--- src/rtl/slave_port_arbiter.sv ---
// Round-robin arbiter sharing one slave read port and one slave write port among NUM_M masters.
// Each channel holds its grant from address acceptance until RLAST (read) or the B handshake (write).
module slave_port_arbiter #(
    parameter int NUM_M = 3,
    parameter int AR_W  = 16,
    parameter int AW_W  = 12,
    parameter int D_W   = 8,
    parameter int B_W   = 5
) (
    input  logic                   clk,
    input  logic                   rst,
    // master read side
    input  logic [NUM_M-1:0]       m_arvalid,
    input  logic [NUM_M*AR_W-1:0]  m_ar,
    output logic [NUM_M-1:0]       m_arready,
    output logic [NUM_M-1:0]       m_rvalid,
    output logic [D_W-1:0]         m_rdata,
    output logic                   m_rlast,
    input  logic [NUM_M-1:0]       m_rready,
    // master write side
    input  logic [NUM_M-1:0]       m_awvalid,
    output logic [NUM_M-1:0]       m_awready,
    input  logic [NUM_M*AW_W-1:0]  m_aw,
    input  logic [NUM_M-1:0]       m_wvalid,
    input  logic [NUM_M-1:0]       m_wlast,
    input  logic [NUM_M*D_W-1:0]   m_wdata,
    output logic [NUM_M-1:0]       m_wready,
    output logic [NUM_M-1:0]       m_bvalid,
    output logic [B_W-1:0]         m_bresp,
    input  logic [NUM_M-1:0]       m_bready,
    // slave read side
    output logic                   s_arvalid,
    output logic [AR_W-1:0]        s_ar,
    output logic                   s_rready,
    input  logic                   s_arready,
    input  logic                   s_rvalid,
    input  logic [D_W-1:0]         s_rdata,
    input  logic                   s_rlast,
    // slave write side
    output logic                   s_awvalid,
    output logic [AW_W-1:0]        s_aw,
    output logic                   s_wvalid,
    output logic [D_W-1:0]         s_wdata,
    output logic                   s_wlast,
    output logic                   s_bready,
    input  logic                   s_awready,
    input  logic                   s_wready,
    input  logic                   s_bvalid,
    input  logic [B_W-1:0]         s_bresp,
    // status
    output logic [1:0]             r_grant,
    output logic [1:0]             w_grant,
    output logic                   r_busy,
    output logic                   w_busy
);

    typedef enum logic [1:0] {R_IDLE, R_ADDR, R_DATA} r_state_t;
    typedef enum logic [1:0] {W_IDLE, W_ADDR, W_DATA, W_RESP} w_state_t;

    localparam logic [1:0] LAST_INIT = 2'(NUM_M - 1);

    // First requester at or after last+1, wrapping; the lowest offset wins.
    function automatic logic [1:0] rr_pick(input logic [NUM_M-1:0] req, input logic [1:0] last);
        logic [1:0] pick;
        int         idx;
        pick = last;
        for (int k = NUM_M; k >= 1; k--) begin
            idx = (int'(last) + k) % NUM_M;
            if (req[2'(idx)]) pick = 2'(idx);
        end
        return pick;
    endfunction

    // ---------------------------------------------------------------- read channel
    r_state_t         r_state_reg, r_state_next;
    logic [1:0]       r_last_reg;
    logic [1:0]       r_grant_reg;
    logic [1:0]       r_sel;
    logic             r_start;
    logic             s_arvalid_reg;
    logic [AR_W-1:0]  s_ar_reg;
    logic             r_done;

    assign r_sel   = rr_pick(m_arvalid, r_last_reg);
    assign r_start = !rst && (r_state_reg == R_IDLE) && (|m_arvalid);
    assign r_done  = (r_state_reg == R_DATA) && s_rvalid && s_rready && s_rlast;

    always_comb begin
        r_state_next = r_state_reg;
        s_rready     = 1'b0;
        m_rdata      = '0;
        m_rlast      = 1'b0;
        case (r_state_reg)
            R_IDLE: if (r_start) r_state_next = R_ADDR;
            R_ADDR: if (s_arvalid_reg && s_arready) r_state_next = R_DATA;
            R_DATA: begin
                s_rready = m_rready[r_grant_reg];
                m_rdata  = s_rdata;
                m_rlast  = s_rlast;
                if (s_rvalid && m_rready[r_grant_reg] && s_rlast) r_state_next = R_IDLE;
            end
            default: r_state_next = R_IDLE;
        endcase
    end

    always_ff @(posedge clk or posedge rst) begin
        if (rst) begin
            r_state_reg   <= R_IDLE;
            r_last_reg    <= LAST_INIT;
            r_grant_reg   <= '0;
            s_arvalid_reg <= 1'b0;
            s_ar_reg      <= '0;
        end else begin
            r_state_reg <= r_state_next;
            if (r_start) begin
                s_ar_reg      <= m_ar[int'(r_sel)*AR_W +: AR_W];
                r_grant_reg   <= r_sel;
                s_arvalid_reg <= 1'b1;
            end else if ((r_state_reg == R_ADDR) && s_arready) begin
                s_arvalid_reg <= 1'b0;
            end
            if (r_done) r_last_reg <= r_grant_reg;
        end
    end

    assign s_arvalid = s_arvalid_reg;
    assign s_ar      = s_ar_reg;
    assign r_grant   = r_grant_reg;
    assign r_busy    = (r_state_reg != R_IDLE);

    // ---------------------------------------------------------------- write channel
    w_state_t         w_state_reg, w_state_next;
    logic [1:0]       w_last_reg;
    logic [1:0]       w_grant_reg;
    logic [1:0]       w_sel;
    logic             w_start;
    logic             s_awvalid_reg;
    logic [AW_W-1:0]  s_aw_reg;
    logic             w_done;

    assign w_sel   = rr_pick(m_awvalid, w_last_reg);
    assign w_start = !rst && (w_state_reg == W_IDLE) && (|m_awvalid);
    assign w_done  = (w_state_reg == W_RESP) && s_bvalid && s_bready;

    always_comb begin
        w_state_next = w_state_reg;
        s_wvalid     = 1'b0;
        s_wdata      = '0;
        s_wlast      = 1'b0;
        s_bready     = 1'b0;
        m_bresp      = '0;
        case (w_state_reg)
            W_IDLE: if (w_start) w_state_next = W_ADDR;
            W_ADDR: if (s_awvalid_reg && s_awready) w_state_next = W_DATA;
            W_DATA: begin
                s_wvalid = m_wvalid[w_grant_reg];
                s_wdata  = m_wdata[int'(w_grant_reg)*D_W +: D_W];
                s_wlast  = m_wlast[w_grant_reg];
                if (m_wvalid[w_grant_reg] && s_wready && m_wlast[w_grant_reg])
                    w_state_next = W_RESP;
            end
            W_RESP: begin
                s_bready = m_bready[w_grant_reg];
                m_bresp  = s_bresp;
                if (s_bvalid && m_bready[w_grant_reg]) w_state_next = W_IDLE;
            end
            default: w_state_next = W_IDLE;
        endcase
    end

    always_ff @(posedge clk or posedge rst) begin
        if (rst) begin
            w_state_reg   <= W_IDLE;
            w_last_reg    <= LAST_INIT;
            w_grant_reg   <= '0;
            s_awvalid_reg <= 1'b0;
            s_aw_reg      <= '0;
        end else begin
            w_state_reg <= w_state_next;
            if (w_start) begin
                s_aw_reg      <= m_aw[int'(w_sel)*AW_W +: AW_W];
                w_grant_reg   <= w_sel;
                s_awvalid_reg <= 1'b1;
            end else if ((w_state_reg == W_ADDR) && s_awready) begin
                s_awvalid_reg <= 1'b0;
            end
            if (w_done) w_last_reg <= w_grant_reg;
        end
    end

    assign s_awvalid = s_awvalid_reg;
    assign s_aw      = s_aw_reg;
    assign w_grant   = w_grant_reg;
    assign w_busy    = (w_state_reg != W_IDLE);

    // ---------------------------------------------------------------- per-master steering
    // Only the granted master sees valid/ready; the accept strobes are forced low during reset.
    for (genvar gi = 0; gi < NUM_M; gi++) begin : g_master
        assign m_arready[gi] = r_start && (r_sel == 2'(gi));
        assign m_rvalid[gi]  = (r_state_reg == R_DATA) && (r_grant_reg == 2'(gi)) && s_rvalid;
        assign m_awready[gi] = w_start && (w_sel == 2'(gi));
        assign m_wready[gi]  = (w_state_reg == W_DATA) && (w_grant_reg == 2'(gi)) && s_wready;
        assign m_bvalid[gi]  = (w_state_reg == W_RESP) && (w_grant_reg == 2'(gi)) && s_bvalid;
    end

endmodule

--- config.mk ---
export PLATFORM = sky130hd
export DESIGN_NAME = slave_port_arbiter
export DESIGN_NICKNAME = d
export VERILOG_FILES = /design/src/rtl/slave_port_arbiter.sv
export SDC_FILE = /design/constraint.sdc
export NUM_CORES = 1
export LEC_CHECK = 0
export ABC_AREA = 1
export CAP_MARGIN = 20
export CELL_PAD_IN_SITES_DETAIL_PLACEMENT = 1
export CELL_PAD_IN_SITES_GLOBAL_PLACEMENT = 1
export CORE_MARGIN = 3
export CORE_UTILIZATION = 25
export CTS_CLUSTER_SIZE = 20
export DETAILED_ROUTE_END_ITERATION = 7
export PLACE_DENSITY = 0.92
export SYNTH_ARGS = -nofsm -noshare
export SYNTH_HDL_FRONTEND = slang
export SYNTH_SLANG_ARGS = --single-unit
--- constraint.sdc ---
create_clock -name clk -period 2.9 [get_ports clk]
set_input_delay 0.435 -clock clk [delete_from_list [all_inputs] [get_ports clk]]
set_output_delay 0.435 -clock clk [all_outputs]
set_load 0.005 [all_outputs]
Yosys cells after proc, flatten, opt, wreduce, memory -nomap -nowiden
Index checks and enable logic that the tools add are counted.

cells by class
  add/sub/neg operators = 6
  multipliers = 1
  divide/modulo/power cells = 6
  $lt $le $gt $ge = 8
  equal/unequal tests = 20
  shift operators = 3
  mux-type cells = 53
  bitwise gates (word level) = 0
  reductions and logical operators = 57

operators by type and width
  operator                                            count
  modulo 32 x 3 -> 32 bit, second input constant      6
  indexed part select 48 x 7 -> 16 bit                1
  logical AND 1 bit                                   42
  indexed part select 36 x 7 -> 12 bit                1
  two-way mux 2 bit                                   13
  two-way mux 1 bit                                   25
  < comparator 2 x 4 -> 1 bit, second input constant  6
  indexed part select 24 x 6 -> 8 bit                 1
  binary-select mux 1 bit (select 2 bit)              10
  two-way mux 8 bit                                   2
  == test 2 bit, second input constant                7
  != test 2 bit, second input constant                7
  adder 2 x 2 -> 3 bit, second input constant         4
  == test 2 x 1 -> 1 bit, second input constant       6
  zero test 2 bit                                     6
  case mux 2 bit (4 select lines)                     1
  nonzero test 2 bit                                  4
  adder 2 x 1 -> 3 bit, second input constant         2
  < comparator 2 x 3 -> 1 bit, second input constant  2
  case mux 2 bit (3 select lines)                     1
  OR reduction 3 bit                                  2
  two-way mux 5 bit                                   1
  multiplier 2 x 2 -> 4 bit, second input constant    1
  AND reduction 4 bit                                 1
  2 further kinds                                     2

word-level totals
  flip-flop bits (word level) = 42
  bits in latches = 0
  RAM bits = 0
  bits in read-only memories = 0
  bits of input ports = 147
  output and inout bits = 77
  word-level logic and storage cells = 164
  memories = 0

Longest topological paths before layout
Gate-level depths: netlist of run 1.

  depth after elaboration = 10
  mapped depth = 16
  mapped depth without buffers = 15

Least setup slack after synthesis of run 1
OpenSTA, ideal clock, no wires.

  path type = input-to-output
  start point = input port rst
  end point = output port m_awready[2]
  data arrival time = 2.214 ns
  data required time = 2.465 ns
  path slack = 0.251 ns
  stages on the path = 5
  buffers on the path = 0
  cell sequence = inv_1 -> nand3_1 -> inv_1 -> nand2_1 -> a21oi_1

between the ends
  cells in the longest elaborated chain, start to end = 4

RTL lines
  item                            RTL line  source
  start: declaration              11        input logic rst,
  zero test 1 bit (no line)       --
  logical AND 1 bit (2 in a row)  142       assign w_start = !rst && (w_state_reg == W_IDLE) && (|m_awvalid);
  logical AND 1 bit               201       assign m_awready[gi] = w_start && (w_sel == 2'(gi));
  end: declaration                22        output logic [NUM_M-1:0] m_awready,

Every way passes these cells.

Final worst setup path of run 1
  start point = register r_last_reg[1]
  end point = output port m_arready[1]

between the ends
  cells in the longest elaborated chain, start to end = 10
  elaborated cells on any way between the ends = 20
  classes of those cells = 3 x add/sub; 3 x div; 1 x eq/ne; 12 x mux; 1 x reduce/logical

RTL lines
  item                                                  RTL line  source
  start: declaration                                    76        logic [1:0] r_last_reg;
  start signal: assignment                              122       if (r_done) r_last_reg <= r_grant_reg;
  adder 2 x 2 -> 3 bit                                  68        idx = (int'(last) + k) % NUM_M;
  modulo 32 x 3 -> 32 bit                               68
  binary-select mux 1 bit (select 2 bit)                69        if (req[2'(idx)]) pick = 2'(idx);
  two-way mux 1 bit (not written as such) (2 in a row)  69
  two-way mux 2 bit (2 in a row)                        69
  two-way mux 2 bit (*)                                 69
  == test 2 x 1 -> 1 bit (*)                            199       assign m_arready[gi] = r_start && (r_sel == 2'(gi));
  logical AND 1 bit (*)                                 199
  end: declaration                                      15        output logic [NUM_M-1:0] m_arready,

Every way passes the cells marked *; elsewhere a longest branch is shown, timed or not. The select of a mux whose other input is x is not followed.

==> results of run 1 <==
==> Yosys cell counts (all sizes together) <==
cell,number,area share
a22o,1,0.0024
nand2,177,0.19
nand3b,12,0.024
a21oi,6,0.0081
o21a,1,0.0020
o21bai,1,0.0020
nor2,37,0.040
or2,4,0.0067
a22oi,2,0.0040
clkinv,2,0.0024
nor3,5,0.0081
dfrtp,40,0.27
inv,102,0.10
clkbuf,8,0.0081
o21ai,15,0.026
a311oi,1,0.0071
dfstp,2,0.014
ha,13,0.044
nand3,122,0.17
nand4,21,0.035
buf,15,0.029
==> path summary, 6_finish.rpt <==
kind / startpoint / to / slack (ps) / cells after the start
max: r_last_reg[1]$_DFFE_PP1P_ / m_arready[1] / 220 / 11
max in group asynchronous: rst / s_aw[7]$_DFFE_PP0P_ / 1720 / 3
min: s_ar[13]$_DFFE_PP0P_ / s_ar[13]$_DFFE_PP0P_ / 490 / 2
max reg2reg: r_last_reg[1]$_DFFE_PP1P_ / s_ar[5]$_DFFE_PP0P_ / 540 / 13
min in group asynchronous: rst / s_aw[10]$_DFFE_PP0P_ / 780 / 3
min reg2reg: s_ar[13]$_DFFE_PP0P_ / s_ar[13]$_DFFE_PP0P_ / 490 / 2
==> layer usage <==
layer	global-route usage	routed length [um]	vias up
li1	-	-	2323
met2	0.382	8660	197
met3	0.0538	1420	27
met5	0	0	-
met4	0.0568	437	0
met1	0.210	6150	2247
==> metrics by stage <==
| stage | setup WS [ps] | hold slack (ps) | cells |
|---|---|---|---|
| 6_report | 225 | 487 | 999 |
| 5_1_grt | 57.4 | 532 | 999 |
| 3_5_place_dp | 27.9 | 469 | 988 |
| 4_1_cts | 7.33 | 486 | 999 |
| 2_1_floorplan | 251 | 472 | 587 |
| 3_3_place_gp | 78.9 | 461 | 988 |
==> cell families after synthesis <==
logic type | Yosys count
simple gates | 378
flops | 42
compound gates | 27
fa+ha+maj | 13
buf+inv | 127
==> tightest hold or removal path, cell delays in order, from the launching register on <==
cell     delay, ps
dfrtp_1        350
nand2_1         60
nand2_1         50
==> final cells by class <==
type | instances | area share
clock buffer | 7 | 0.0222
timing repair buffer | 247 | 0.375
clock inverter | 1 | 0.00467
multi-input combinational | 418 | 0.338
sequential | 42 | 0.164
inverter | 104 | 0.0609
tap | 180 | 0.0350
==> what timing repair did <==
action,CTS,global route
setup endpoints to repair,6,3
cloned,0,0
setup buffers,3,0
resized for setup,12,7
pin swaps,0,0
==> cell usage in the layout, fill, tap and decap left out, drive strengths merged <==
master / n
a21oi: 6
a22o: 1
a22oi: 2
a311oi: 1
buf: 24
bufinv: 1
clkbuf: 8
clkdlybuf4s50: 217
clkinv: 2
dfrtp: 40
dfstp: 2
dlygate4sd2: 3
dlymetal6s2s: 2
ha: 13
inv: 102
nand2: 177
nand3: 122
nand3b: 12
nand4: 21
nor2: 37
nor3: 5
o21a: 1
o21ai: 15
o21bai: 1
or2: 4
==> report_power, final <==
part	total [mW]	switching, mW	leakage, nW	internal [mW]
registers	0.845	0.109	0.538	0.737
clock network	0.669	0.238	0.0841	0.431
logic	2.49	1.42	2.56	1.07
==> flow_summary.json, run 1 <==
{
  "synth_xor_area_frac": 0,
  "nNetsFinal": 978,
  "track_usage": 0.199,
  "io_pins": 224,
  "cts_tree": "done",
  "max-slew-margin-rel": 0.610,
  "ant_nets": 0,
  "detail_route.iter0.violations": 178,
  "power_density_nw_per_um2": 623,
  "syn_area_um2": 3710,
  "grt_start_max_net_pins": 43,
  "critPathArrivalTime_ps": 2240,
  "grt_overflow_total": 0,
  "drt_wl_total_mm": 16.7,
  "wire_per_inst_um": 16.7,
  "clock_path_buffers": 2,
  "drc_errors": 0,
  "vias": 4794,
  "hold_viol": 0,
  "path_clk_slew_ps": 60,
  "crit_fanout": 10,
  "fp.dieH_um": 128,
  "die_x_um": 128,
  "drt_pass1_iterations": 4,
  "regArea_um2": 1050,
  "rsz0062_at_grt": "false",
  "fin_worst_skew_ps": 5.64,
  "gp_congestion": 0.868,
  "crit_type": "reg2out",
  "synth_top_family_by_area": "simple AND/OR/NAND/NOR gates",
  "crit_slowest_cell": "dfstp_2",
  "ys_ff_latch": 42,
  "crit_required_ps": 2470,
  "multi_input_area_um2": 2170,
  "slowest_delay_ps": 580,
  "io_buffers": 223,
  "path_delay_family": "buffers and inverters",
  "yosys.area_share.simple": 0.478,
  "synth_fa_ha_area_frac": 0.0438,
  "fin_crit_sh": 0.922,
  "synth_fp_nets": 747,
  "place.detailed.hpwl_mm": 13.5,
  "cts_hold_buf": 0,
  "clock.fmax_mhz": 374,
  "clock_latency_ps": 280,
  "p_leak_nw": 3.18,
  "ir_drop_mv": 0.556,
  "muxShareOfSynthArea": 0,
  "cp.buffers_inverters": 5,
  "clock_sinks": 42,
  "worst_pin_slew_ps": 585,
  "cts_buffers": 5,
  "hold_path_class": "reg2reg",
  "fin_area_um2": 6430,
  "routed_via_density": 4.80,
  "first_global_vias": 5080,
  "initial_core_util": 0.261,
  "tns_ps": 0,
  "final_util": 0.453,
  "design.core.area_um2": 14200,
  "synth_compound_area_frac": 0.0519,
  "setup_viol": 0,
  "maxCapViolations": 0,
  "fin_total_pwr_mw": 4.01,
  "largest_reg_flops": 16,
  "n_antenna_cell": 0,
  "cts-root-buf": "clkbuf_16",
  "num_rows": 43,
  "place_area_um2": 6190,
  "syn2layout_area_growth_pct": 73.1,
  "critPathCaptureType": "primary output",
  "ys_warn_count": 0,
  "drive_gt1_frac": 0.0940,
  "avgSynthCellArea_um2": 6.33,
  "path_cells": "inv_1, ha_1, inv_2, nand3_2, o21ai_2, inv_2, nand2_4, buf_6, nand2_4, nor2_1, dlygate4sd2_1",
  "antenna_found_initial": 0,
  "die_area_um2": 16400,
  "layout_min_cycle_time_ps": 2680,
  "worst_setup_path_start_kind": "flop",
  "yosysUniqueCellTypes": 36,
  "final_max_slew_viol_count": 0,
  "n_fill_cell": 1788,
  "syn_inst": 587,
  "ys_seq_area_frac": 0.284,
  "status": "completed",
  "grt_pass1_wl_mm": 26.1,
  "cts_max_level": 2
}
Power figures use the tool's default switching activity.
==> run 2, diff against run 1 <==
--- a/config.mk
+++ b/config.mk
@@ -10,10 +10,11 @@
 export CELL_PAD_IN_SITES_DETAIL_PLACEMENT = 1
 export CELL_PAD_IN_SITES_GLOBAL_PLACEMENT = 1
 export CORE_MARGIN = 3
-export CORE_UTILIZATION = 25
+export CORE_UTILIZATION = 42
 export CTS_CLUSTER_SIZE = 20
 export DETAILED_ROUTE_END_ITERATION = 7
-export PLACE_DENSITY = 0.92
+export DONT_BUFFER_PORTS = 1
+export PLACE_DENSITY = 0.9
 export SYNTH_ARGS = -nofsm -noshare
 export SYNTH_HDL_FRONTEND = slang
 export SYNTH_SLANG_ARGS = --single-unit
==> run 2 against run 1 <==
Utilization up 1.3 points; sequential share of layout area grew 11 points; combinational power fell by 31%; register-to-register slack improved by 30 ps; worst setup slack got worse by 39 ps; hold slack worse by 300 ps.
==> flow_summary.json, run 2 (synthesis gave the netlist of run 1 again) <==
{
  "num_rows": 33,
  "io_buffers": 0,
  "drt_wl_total_mm": 12.1,
  "swShare": 0.510,
  "fin_crit_sh": 0.936,
  "p_leak_nw": 2.18,
  "drc_errors": 0,
  "syn2layout_area_growth_pct": 5.12,
  "cts_tree": "done",
  "routed_via_density": 5.67,
  "p_switching_mw": 1.58,
  "crit_required_ps": 2470,
  "design.core.area_um2": 8380,
  "place.detailed.hpwl_mm": 10.0,
  "crit_top_cell": "nand3_1",
  "cts_max_level": 2,
  "worst_setup_path_start_kind": "flop",
  "grt_overflow_total": 0,
  "max-slew-margin-rel": 0.526,
  "fin_hold_ws_ps": 188,
  "final_cell_mix": "nand2_1 (168), nand3_1 (118), inv_1 (93), dfrtp_1 (40), nor2_1 (35)",
  "fin_worst_skew_ps": 8.30,
  "n_antenna_cell": 0,
  "initial_core_util": 0.443,
  "io_pins": 224,
  "crit_slowest_cell": "dfstp_2",
  "power_density_nw_per_um2": 795,
  "wire_per_inst_um": 17.7,
  "crit_fanout": 18,
  "clock_sinks": 42,
  "clkPwrFrac": 0.159,
  "antenna_found_initial": 0,
  "setup_viol": 0,
  "cts-root-buf": "clkbuf_8",
  "cellInternalPower_mw": 1.52,
  "drive_gt1_frac": 0.0947,
  "ctsResizeCount": 0,
  "final_common_cell": "nand2_1",
  "crit_type": "reg2out",
  "layout_min_cycle_time_ps": 2710,
  "tns_ps": 0,
  "pwr-share-seq": 0.284,
  "rr_startpoint": "r_last_reg[0]$_DFFE_PP0P_",
  "ir_drop_mv": 0.774,
  "cts_hold_buf": 0,
  "cts_buffers": 5,
  "largest_reg_flops": 16,
  "cp.buffers_inverters": 3,
  "status": "completed",
  "die_x_um": 100,
  "critPathCaptureType": "primary output",
  "worst_pin_slew_ps": 708,
  "fin_total_pwr_mw": 3.10,
  "drt_pass1_iterations": 4,
  "vias": 3890,
  "path_delay_family": "simple AND/OR/NAND/NOR gates",
  "grt_pass1_wl_mm": 19.2,
  "setup_ws_ps": 185,
  "detail_route.iter0.violations": 96,
  "rsz0062_at_grt": "false",
  "die_area_um2": 10000,
  "first_global_vias": 3995,
  "clock.fmax_mhz": 368,
  "final_max_slew_viol_count": 0,
  "critPathArrivalTime_ps": 2280,
  "grt_start_max_net_pins": 43,
  "cts_setup_buffers": 0,
  "slowest_delay_ps": 590,
  "clock_path_buffers": 2,
  "hold_viol": 0,
  "comb_power_share": 0.558,
  "hold_path_class": "in2async",
  "path_clk_slew_ps": 100,
  "n_fill_cell": 1139,
  "crit_start": "r_last_reg[1]$_DFFE_PP1P_",
  "fp.dieH_um": 100,
  "clock_latency_ps": 300,
  "ant_nets": 0,
  "nNetsFinal": 740,
  "pre_cts_ws_ps": 461,
  "path_cells": "inv_1, ha_1, inv_2, nand2_1, nand3_1, nand3_1, nand3_1, nand2_1, nand2_8, inv_1, nor3_2",
  "track_usage": 0.233,
  "gp_congestion": 0.848,
  "maxCapViolations": 0
}
[run 2: cell count changes in the layout (fill, tap and decap cells not counted), moves of 3 or more]
cell             delta
buf_4              -14
clkbuf_16           -5
clkbuf_8            +4
clkdlybuf4s50_1   -217
dlygate4sd2_1       -3
ha_1                +3
inv_1               +3
inv_2               -3
[run 2: metal layers]
layer	vias to the layer above	wire length [um]	part of all wire	GRT usage
met3	18	939	0.077	0.0556
met1	1853	4620	0.38	0.262
met5	-	0	0	0
li1	1850	-	-	-
met2	169	6360	0.52	0.434
met4	0	201	0.017	0.0684
[run 2: path summary, 6_finish.rpt]
kind | slack [ps] | end | depth (start not counted)
worst max-delay path | 190 | m_arready[2] | 11
worst max register to register | 570 | s_ar[6]$_DFFE_PP0P_ | 12
max in group asynchronous | 2340 | w_last_reg[1]$_DFFE_PP1P_ | 2
min in group clk | 310 | s_ar[3]$_DFFE_PP0P_ | 2
worst min-delay path | 190 | r_state_reg[0]$_DFFE_PP0P_ | 2
worst min register to register | 530 | s_ar[2]$_DFFE_PP0P_ | 2
[run 2: metrics by stage]
step	instances	utilization	instance area, um2
after global placement	678	0.451	3780
after floorplan	587	-	3710
final	686	0.466	3900
after CTS	686	0.465	3890
after global routing	686	0.466	3900
after detailed placement	678	0.451	3780
[run 2: final cells by class]
cell class                      instances  area [um2]  area share
Inverter                              104         392       0.100
Timing Repair Buffer                    9        67.6      0.0173
Tap cell                              105         131      0.0337
Clock inverter                          3        48.8      0.0125
Sequential cell                        42        1050       0.270
Multi-Input combinational cell        418        2140       0.549
Clock buffer                            5        68.8      0.0176
[run 2: power groups by stage]
| stage | logic [mW] | registers, mW | clock network [mW] |
|---|---|---|---|
| after floorplan | 1.50 | 0.841 | 0 |
| after global placement | 1.62 | 0.886 | 0 |
| after detailed placement | 1.71 | 0.889 | 0 |
| after CTS | 1.71 | 0.883 | 0.508 |
| after global routing | 1.95 | 0.900 | 0.545 |
| final | 1.73 | 0.880 | 0.492 |
